$ cat src/rtl/mc_pkg.sv
// Shared types and encodings for the multicycle MIPS-subset control unit.
package mc_pkg;

    localparam int unsigned OP_W    = 6;
    localparam int unsigned FUNCT_W = 6;
    localparam int unsigned ALUC_W  = 3;

    localparam logic [OP_W-1:0] OP_RTYPE = 6'b000000;
    localparam logic [OP_W-1:0] OP_LW    = 6'b100011;
    localparam logic [OP_W-1:0] OP_SW    = 6'b101011;
    localparam logic [OP_W-1:0] OP_BEQ   = 6'b000100;
    localparam logic [OP_W-1:0] OP_ADDI  = 6'b001000;
    localparam logic [OP_W-1:0] OP_J     = 6'b000010;

    localparam logic [FUNCT_W-1:0] FUNCT_ADD = 6'b100000;
    localparam logic [FUNCT_W-1:0] FUNCT_SUB = 6'b100010;
    localparam logic [FUNCT_W-1:0] FUNCT_AND = 6'b100100;
    localparam logic [FUNCT_W-1:0] FUNCT_OR  = 6'b100101;
    localparam logic [FUNCT_W-1:0] FUNCT_XOR = 6'b100110;
    localparam logic [FUNCT_W-1:0] FUNCT_SLT = 6'b101010;

    typedef enum logic [3:0] {
        FETCH    = 4'd0,
        DECODE   = 4'd1,
        MEMADR   = 4'd2,
        MEMREAD  = 4'd3,
        MEMWB    = 4'd4,
        MEMWRITE = 4'd5,
        EXECUTE  = 4'd6,
        ALUWB    = 4'd7,
        BRANCH   = 4'd8,
        ADDIEXEC = 4'd9,
        ADDIWB   = 4'd10,
        JUMP     = 4'd11
    } state_t;

    typedef enum logic [ALUC_W-1:0] {
        ALU_ADD = 3'd0,
        ALU_SUB = 3'd1,
        ALU_AND = 3'd2,
        ALU_OR  = 3'd3,
        ALU_XOR = 3'd4,
        ALU_SLT = 3'd5
    } alu_ctrl_t;

    typedef enum logic [1:0] {
        ADD_OP   = 2'd0,
        SUB_OP   = 2'd1,
        FUNCT_OP = 2'd2
    } alu_op_t;

endpackage

$ cat src/rtl/alu_decoder.sv
// Maps the controller's ALU intent plus the funct field onto the alu op code.
module alu_decoder
    import mc_pkg::*;
(
    input  alu_op_t              alu_op,
    input  logic [FUNCT_W-1:0]   funct,
    output alu_ctrl_t            alu_control,
    output logic                 funct_illegal
);

    always_comb begin
        alu_control   = ALU_ADD;
        funct_illegal = 1'b0;
        unique case (alu_op)
            ADD_OP: alu_control = ALU_ADD;
            SUB_OP: alu_control = ALU_SUB;
            FUNCT_OP: begin
                unique case (funct)
                    FUNCT_ADD: alu_control = ALU_ADD;
                    FUNCT_SUB: alu_control = ALU_SUB;
                    FUNCT_AND: alu_control = ALU_AND;
                    FUNCT_OR:  alu_control = ALU_OR;
                    FUNCT_XOR: alu_control = ALU_XOR;
                    FUNCT_SLT: alu_control = ALU_SLT;
                    default:   funct_illegal = 1'b1;
                endcase
            end
            default: alu_control = ALU_ADD;
        endcase
    end

endmodule

$ cat src/rtl/mc_controller.sv
// Moore control FSM for the multicycle datapath; drives alu and all enables/selects.
module mc_controller
    import mc_pkg::*;
(
    input  logic                 clk,
    input  logic                 reset,
    input  logic [OP_W-1:0]      op,
    input  logic [FUNCT_W-1:0]   funct,
    input  logic                 zero,
    output logic                 pc_en,
    output logic                 iord,
    output logic                 mem_write,
    output logic                 ir_write,
    output logic                 reg_write,
    output logic                 reg_dst,
    output logic                 mem_to_reg,
    output logic                 alu_src_a,
    output logic [1:0]           alu_src_b,
    output logic [1:0]           pc_src,
    output logic [ALUC_W-1:0]    alu_control,
    output logic                 illegal
);

    state_t    state;
    alu_op_t   alu_op;
    alu_ctrl_t alu_ctrl;
    logic      funct_illegal;
    logic      pc_write;
    logic      branch;

    alu_decoder u_alu_decoder (
        .alu_op        (alu_op),
        .funct         (funct),
        .alu_control   (alu_ctrl),
        .funct_illegal (funct_illegal)
    );

    // State register and next-state sequencing.
    always_ff @(posedge clk) begin
        if (reset) begin
            state <= FETCH;
        end else begin
            unique case (state)
                FETCH:  state <= DECODE;
                DECODE: begin
                    unique case (op)
                        OP_LW, OP_SW: state <= MEMADR;
                        OP_RTYPE:     state <= EXECUTE;
                        OP_BEQ:       state <= BRANCH;
                        OP_ADDI:      state <= ADDIEXEC;
                        OP_J:         state <= JUMP;
                        default:      state <= FETCH;
                    endcase
                end
                MEMADR: begin
                    if (op == OP_LW)      state <= MEMREAD;
                    else if (op == OP_SW) state <= MEMWRITE;
                    else                  state <= FETCH;
                end
                MEMREAD:  state <= MEMWB;
                MEMWB:    state <= FETCH;
                MEMWRITE: state <= FETCH;
                EXECUTE:  state <= funct_illegal ? FETCH : ALUWB;
                ALUWB:    state <= FETCH;
                BRANCH:   state <= FETCH;
                ADDIEXEC: state <= ADDIWB;
                ADDIWB:   state <= FETCH;
                JUMP:     state <= FETCH;
                default:  state <= FETCH;
            endcase
        end
    end

    // ALU intent depends on state only, kept apart from the output decode.
    always_comb begin
        alu_op = ADD_OP;
        unique case (state)
            EXECUTE: alu_op = FUNCT_OP;
            BRANCH:  alu_op = SUB_OP;
            default: alu_op = ADD_OP;
        endcase
    end

    // Moore output decode; a high reset overrides everything in the same cycle.
    always_comb begin
        iord        = 1'b0;
        mem_write   = 1'b0;
        ir_write    = 1'b0;
        reg_write   = 1'b0;
        reg_dst     = 1'b0;
        mem_to_reg  = 1'b0;
        alu_src_a   = 1'b0;
        alu_src_b   = 2'b00;
        pc_src      = 2'b00;
        pc_write    = 1'b0;
        branch      = 1'b0;
        illegal     = 1'b0;
        alu_control = ALUC_W'(alu_ctrl);

        unique case (state)
            FETCH: begin
                ir_write  = 1'b1;
                pc_write  = 1'b1;
                alu_src_b = 2'b01;
            end
            DECODE: begin
                alu_src_b = 2'b11;
                unique case (op)
                    OP_LW, OP_SW, OP_RTYPE, OP_BEQ, OP_ADDI, OP_J: illegal = 1'b0;
                    default: illegal = 1'b1;
                endcase
            end
            MEMADR: begin
                alu_src_a = 1'b1;
                alu_src_b = 2'b10;
            end
            MEMREAD: iord = 1'b1;
            MEMWB: begin
                reg_write  = 1'b1;
                mem_to_reg = 1'b1;
            end
            MEMWRITE: begin
                iord      = 1'b1;
                mem_write = 1'b1;
            end
            EXECUTE: begin
                alu_src_a = 1'b1;
                illegal   = funct_illegal;
            end
            ALUWB: begin
                reg_write = 1'b1;
                reg_dst   = 1'b1;
            end
            BRANCH: begin
                alu_src_a = 1'b1;
                pc_src    = 2'b01;
                branch    = 1'b1;
            end
            ADDIEXEC: begin
                alu_src_a = 1'b1;
                alu_src_b = 2'b10;
            end
            ADDIWB: reg_write = 1'b1;
            JUMP: begin
                pc_src   = 2'b10;
                pc_write = 1'b1;
            end
            default: begin
                alu_control = ALUC_W'(ALU_ADD);
            end
        endcase

        if (reset) begin
            iord        = 1'b0;
            mem_write   = 1'b0;
            ir_write    = 1'b0;
            reg_write   = 1'b0;
            reg_dst     = 1'b0;
            mem_to_reg  = 1'b0;
            alu_src_a   = 1'b0;
            alu_src_b   = 2'b00;
            pc_src      = 2'b00;
            pc_write    = 1'b0;
            branch      = 1'b0;
            illegal     = 1'b0;
            alu_control = ALUC_W'(ALU_ADD);
        end
    end

    assign pc_en = pc_write | (branch & zero);

endmodule

$ cat config.mk
export PLATFORM = sky130hd
export DESIGN_NAME = mc_controller
export DESIGN_NICKNAME = d
export VERILOG_FILES = /design/src/rtl/mc_pkg.sv /design/src/rtl/alu_decoder.sv /design/src/rtl/mc_controller.sv
export SDC_FILE = /design/constraint.sdc
export NUM_CORES = 1
export LEC_CHECK = 0
export CAP_MARGIN = 40
export CORE_ASPECT_RATIO = 1.2
export CORE_MARGIN = 4
export CORE_UTILIZATION = 45
export DETAILED_ROUTE_END_ITERATION = 10
export HOLD_SLACK_MARGIN = 0.12
export PLACE_DENSITY = 0.93
export SKIP_CTS_REPAIR_TIMING = 1
export SYNTH_ARGS = -nofsm -noshare
export SYNTH_HDL_FRONTEND = slang
export SYNTH_SLANG_ARGS = --single-unit
$ cat constraint.sdc
create_clock -name clk -period 4.5 [get_ports clk]
set_input_delay 0.9 -clock clk [delete_from_list [all_inputs] [get_ports clk]]
set_output_delay 0.9 -clock clk [all_outputs]
set_load 0.02 [all_outputs]
# Yosys cells after proc, flatten, opt, wreduce, memory -nomap -nowiden
# Cells that the tools add are included.
[totals]
reg_bits = 4
in_bits = 15
out_inout_bits = 16
[classes]
eq_ne = 24
muxes = 37
bitwise_logic = 2
reduce_logical = 11
[ops]
columns = ["operator", "count"]
rows = [
  ["equality test 6 bit (second input constant)", 8],
  ["case mux 4 bit (6 select lines)", 1],
  ["two-way mux 1 bit", 22],
  ["case mux 4 bit (5 select lines)", 1],
  ["equality test 4 x 3 -> 1 bit (second input constant)", 4],
  ["equality test 4 bit (second input constant)", 4],
  ["two-way mux 3 bit", 5],
  ["case mux 3 bit (5 select lines)", 1],
  ["OR reduction 12 bit", 1],
  ["OR reduction 6 bit", 2],
  ["equality test 4 x 2 -> 1 bit (second input constant)", 2],
  ["case mux 2 bit (2 select lines)", 2],
  ["OR reduction 2 bit", 4],
  ["equality test 6 x 2 -> 1 bit (second input constant)", 1],
  ["equality test 6 x 3 -> 1 bit (second input constant)", 1],
  ["equality test 6 x 4 -> 1 bit (second input constant)", 1],
  ["logical NOT 6 bit", 1],
  ["case mux 2 bit (3 select lines)", 1],
  ["case mux 3 bit (2 select lines)", 1],
  ["equality test 4 x 1 -> 1 bit (second input constant)", 1],
  ["logical NOT 4 bit", 1],
  ["two-way mux 2 bit", 2],
  ["OR reduction 4 bit", 1],
  ["OR reduction 3 bit", 1],
  ["5 further kinds", 5],
]

# Depth between registers and ports, before layout
[logic_depth]
depth_word = 6
depth_mapped = 7

# Cells and area by module
# From an unflattened synthesis, not the netlist that was laid out.
[unflattened]
cells_unflattened = 99
area_unflattened_um2 = 728.2
[modules_own_cells]
columns = ["mod", "instances", "cells_each", "area_per_inst_um2", "seq_area_each_um2"]
rows = [
  ["mc_controller", 1, 80, 549.3, 80.1],
  ["alu_decoder", 1, 19, 178.9, 0.0],
]

# Worst setup path before layout
# No wires, ideal clock.
[synth_path]
path_type = "input to output"
start = "input funct[1]"
end = "output alu_control[1]"
t_arrival_ns = 2.429
slack_ns = 1.171
cell_stages = 2
n_path_buf = 0
path_cell_list = "or3b_2 a2111oi_0"
[synth_between]
elab_chain_len = 5
elab_cells_between_ends = 9
[synth_rtl]
columns = ["item", "line_no", "rtl"]
rows = [
  ["start, declared", "mc_controller.sv:8", "input logic [FUNCT_W-1:0] funct,"],
  ["equality test 6 bit", "alu_decoder.sv:18", "unique case (funct)"],
  ["case mux 3 bit (5 select lines) *", "alu_decoder.sv:18", ""],
  ["case mux 3 bit (2 select lines) *", "alu_decoder.sv:14", "unique case (alu_op)"],
  ["two-way mux 3 bit *", "mc_controller.sv:100", "unique case (state)"],
  ["two-way mux 3 bit *", "mc_controller.sv:153", "if (reset) begin"],
  ["end, declared", "mc_controller.sv:20", "output logic [ALUC_W-1:0] alu_control,"],
]
# Mark *: on every way between the ends. The rest lies on a longest branch, timed or not.

# Worst setup path after layout
[layout_path]
start = "input op[2]"
end = "output illegal"
[layout_between]
elab_chain_len = 5
elab_cells_between_ends = 10
[layout_rtl]
columns = ["item", "line_no", "rtl"]
rows = [
  ["start, declared", "mc_controller.sv:7", "input logic [OP_W-1:0] op,"],
  ["equality test 6 bit (tied with other cells)", "mc_controller.sv:108", "unique case (op)"],
  ["OR reduction 6 bit *", "mc_controller.sv:108", ""],
  ["two-way mux 1 bit *", "mc_controller.sv:108", ""],
  ["case mux 1 bit (2 select lines) *", "mc_controller.sv:100", ""],
  ["two-way mux 1 bit *", "mc_controller.sv:153", ""],
  ["end, declared", "mc_controller.sv:21", "output logic illegal"],
]
# Marks and branches as above.

==> flow_summary.toml <==
[outcome]
outcome = "complete, no violations"

[layout]
largest_register_ffs = 4
area.growth.synth_to_final_pct = 40.2
fillers = 142
top_regs = "state: 4 flops"
drive_gt1_frac = 0.0952
fin_cells = 143
seqCellArea_um2 = 80.1
final_cell_area_um2 = 1010
max_flop_register = "state"
multi_input_area_um2 = 558
num-nets-final = 146
antenna_cells = 0

[sta]
hold_viol = 0
fin_crit_ps = 3910
finalSetupTns_ps = 0
setup_viol = 0
holdWs_ps = 745
clock_skew_ps = 4.73
fmax_mhz = 255
worstMarginPinSlew_ps = 588
timing.final.crit_share = 0.870
rsz0062_at_grt = "false"
slew_headroom = 0.607
drv_slew = 0

[synth]
yosysMostFrequentCell = "nor2_1"
synthAdderAreaFrac = 0.0520
synth_edf_count = 0
syn_inst = 99
yosysTopAreaCellShare = 0.111
synth_top_cell_by_area = "dfxtp_1"
yosys.area_share.simple = 0.357
yosysWarnings = 0
synth_area_leaders = "dfxtp_1 11%, nor2_1 7.8%, nand2b_1 6.9%"
synth_compound_area_frac = 0.315
syn_nets = 117
yosys-top-cells-count = "15 x nor2_1, 8 x nand2b_1, 6 x inv_1, 5 x a21oi_1, 5 x nor3_1"
synth_top_family_by_area = "simple AND/OR/NAND/NOR gates"
netlist_area_um2 = 722
synth-seq-area-share = 0.111
synth-xor-area-share = 0.0485
muxShareOfSynthArea = 0
ys.flop_type = "dfxtp_1"
ys_seq_elements = 4
avgSynthCellArea_um2 = 7.29
async_reset_ff_frac = 0
synth_cell_types = 40

[routing]
drt_pass1_iterations = 4
ant_nets = 0
drtIter0Drc = 12
vias = 848
drc = 0
viasPerCell = 5.93
wl_um = 1870
wire_per_inst_um = 13.1

[min_path]
min_path_type = "register to register"

[clocking]
clk-insertion-delay-late_ps = 230
cts_buffer_depth = 2
cts_buffers = 3
cts.sinks = 4
clk_transition_reported_paths_ps = 40
cts_root_buffer = "clkbuf_4"
cts.htree.levels = 1
cts_tree = "done"

[die]
die_width_um = 44.6
dieHeight_um = 51.9
initial_utilization = 0.487
placementRows = 15
core-area_um2 = 1480
io_pins = 31
dieArea_um2 = 2310

[setup_path]
start_kind = "input port"
cp.arrival_ps = 3010
cp_data_required_time_ps = 3600
cp_max_fo = 6
path_cells = "clkdlybuf4s50_1 -> or4_4 -> nor3_1 -> nor4_1 -> a22o_1 -> clkdlybuf4s50_1"
critical-path-max-stage-delay_ps = 580
cpMostUsedCell = "clkdlybuf4s50_1"
critPathKind = "input port to output port"
worstSetupEndpointType = "output port"
cpMaxStageDelayCell = "or4_4"

[place]
place.gp.congestion = 0.868
place_area_um2 = 990
dpl.cell_count = 140
port_buffers = 30
dp.final_hpwl_um = 1460

[power_and_ir_drop]
p_sw_w = 0.0000421
ir_drop_mv = 0.123
swShare = 0.308
seqPwrFrac = 0.296
comb_power_share = 0.389
clock_power_share = 0.315
power_w = 0.000137
p_int_w = 0.0000947
p_leak_nw = 0.315
power.density_nw_per_um2 = 135

[global_routing]
overflow = 0
grt_antenna_before_repair = 0
grt_first_pass_wirelength_um = 2990
grt_pass1_vias = 737
grt_max_degree = 18
grt_usage = 0.165

[job]
maxCapViolations = 0
[final timing paths]
path | slack (ps) | startpoint | endpoint | cells after the start
setup / recovery | 590 | op[2] | illegal | 6
hold reg to reg | 750 | state[3]$_SDFF_PP0_ | state[0]$_SDFF_PP0_ | 1
setup reg to reg | 2350 | state[2]$_SDFF_PP0_ | state[2]$_SDFF_PP0_ | 6
hold / removal | 750 | state[3]$_SDFF_PP0_ | state[0]$_SDFF_PP0_ | 1
[layout by cell type, fill, tap and decap left out, drive strengths merged, types with 2 or more instances in the layout]
master | Yosys | layout
xnor2 | 3 | 3
nor2 | 15 | 15
o21ai | 3 | 3
inv | 6 | 6
ha | 3 | 3
nor3 | 6 | 6
dfxtp | 4 | 4
a21oi | 5 | 5
a211oi | 4 | 4
a2111oi | 4 | 4
nand2 | 2 | 2
clkdlybuf4s50 | 0 | 30
o31ai | 5 | 5
nand2b | 8 | 8
nor4 | 3 | 3
nand3 | 2 | 2
clkbuf | 4 | 3
or3 | 2 | 2
[area by class of cell]
| cell class | instances | share of cell area |
|---|---|---|
| clock buffer | 3 | 0.0222 |
| sequential | 4 | 0.0791 |
| multi-input combinational | 82 | 0.551 |
| tap | 17 | 0.0210 |
| timing repair buffer | 31 | 0.304 |
| inverter | 6 | 0.0222 |
[metrics by stage]
step	setup WS (ps)	utilization
6_report	585	0.683
5_1_grt	542	0.683
4_1_cts	584	0.683
3_5_place_dp	585	0.668
3_3_place_gp	643	0.668
2_1_floorplan	1170	-
[power by group through the flow]
stage               Combinational [W]  Clock [W]  Sequential (W)
finish                      0.0000532  0.0000431       0.0000405
global route                0.0000572  0.0000471       0.0000411
CTS                         0.0000532  0.0000448       0.0000404
detailed placement          0.0000531          0       0.0000409
global placement            0.0000518          0       0.0000410
floorplan                   0.0000312          0       0.0000380
[kinds of logic after synthesis]
group                    count (synthesis)
AO/OA/AOI/OAI                           29
XOR/XNOR                                 4
adder cells (fa/ha/maj)                  3
buffers and inverters                   13
flip-flops                               4
AND/OR/NAND/NOR                         46
[routing by layer]
layer,GRT usage,vias to the layer above,part of all wire
met1,0.193,384,0.42
met5,0,-,0
met3,0.0138,3,0.051
met4,0.0603,0,0.0075
met2,0.299,32,0.52
li1,-,429,-
[critical path: cells and delay by family]
kind,cells,cell delay (ps)
and+or+nand+nor,3,820
buffers and inverters,2,1040
AOI/OAI and AO/OA,1,250
(Power assumes the default switching activity.)
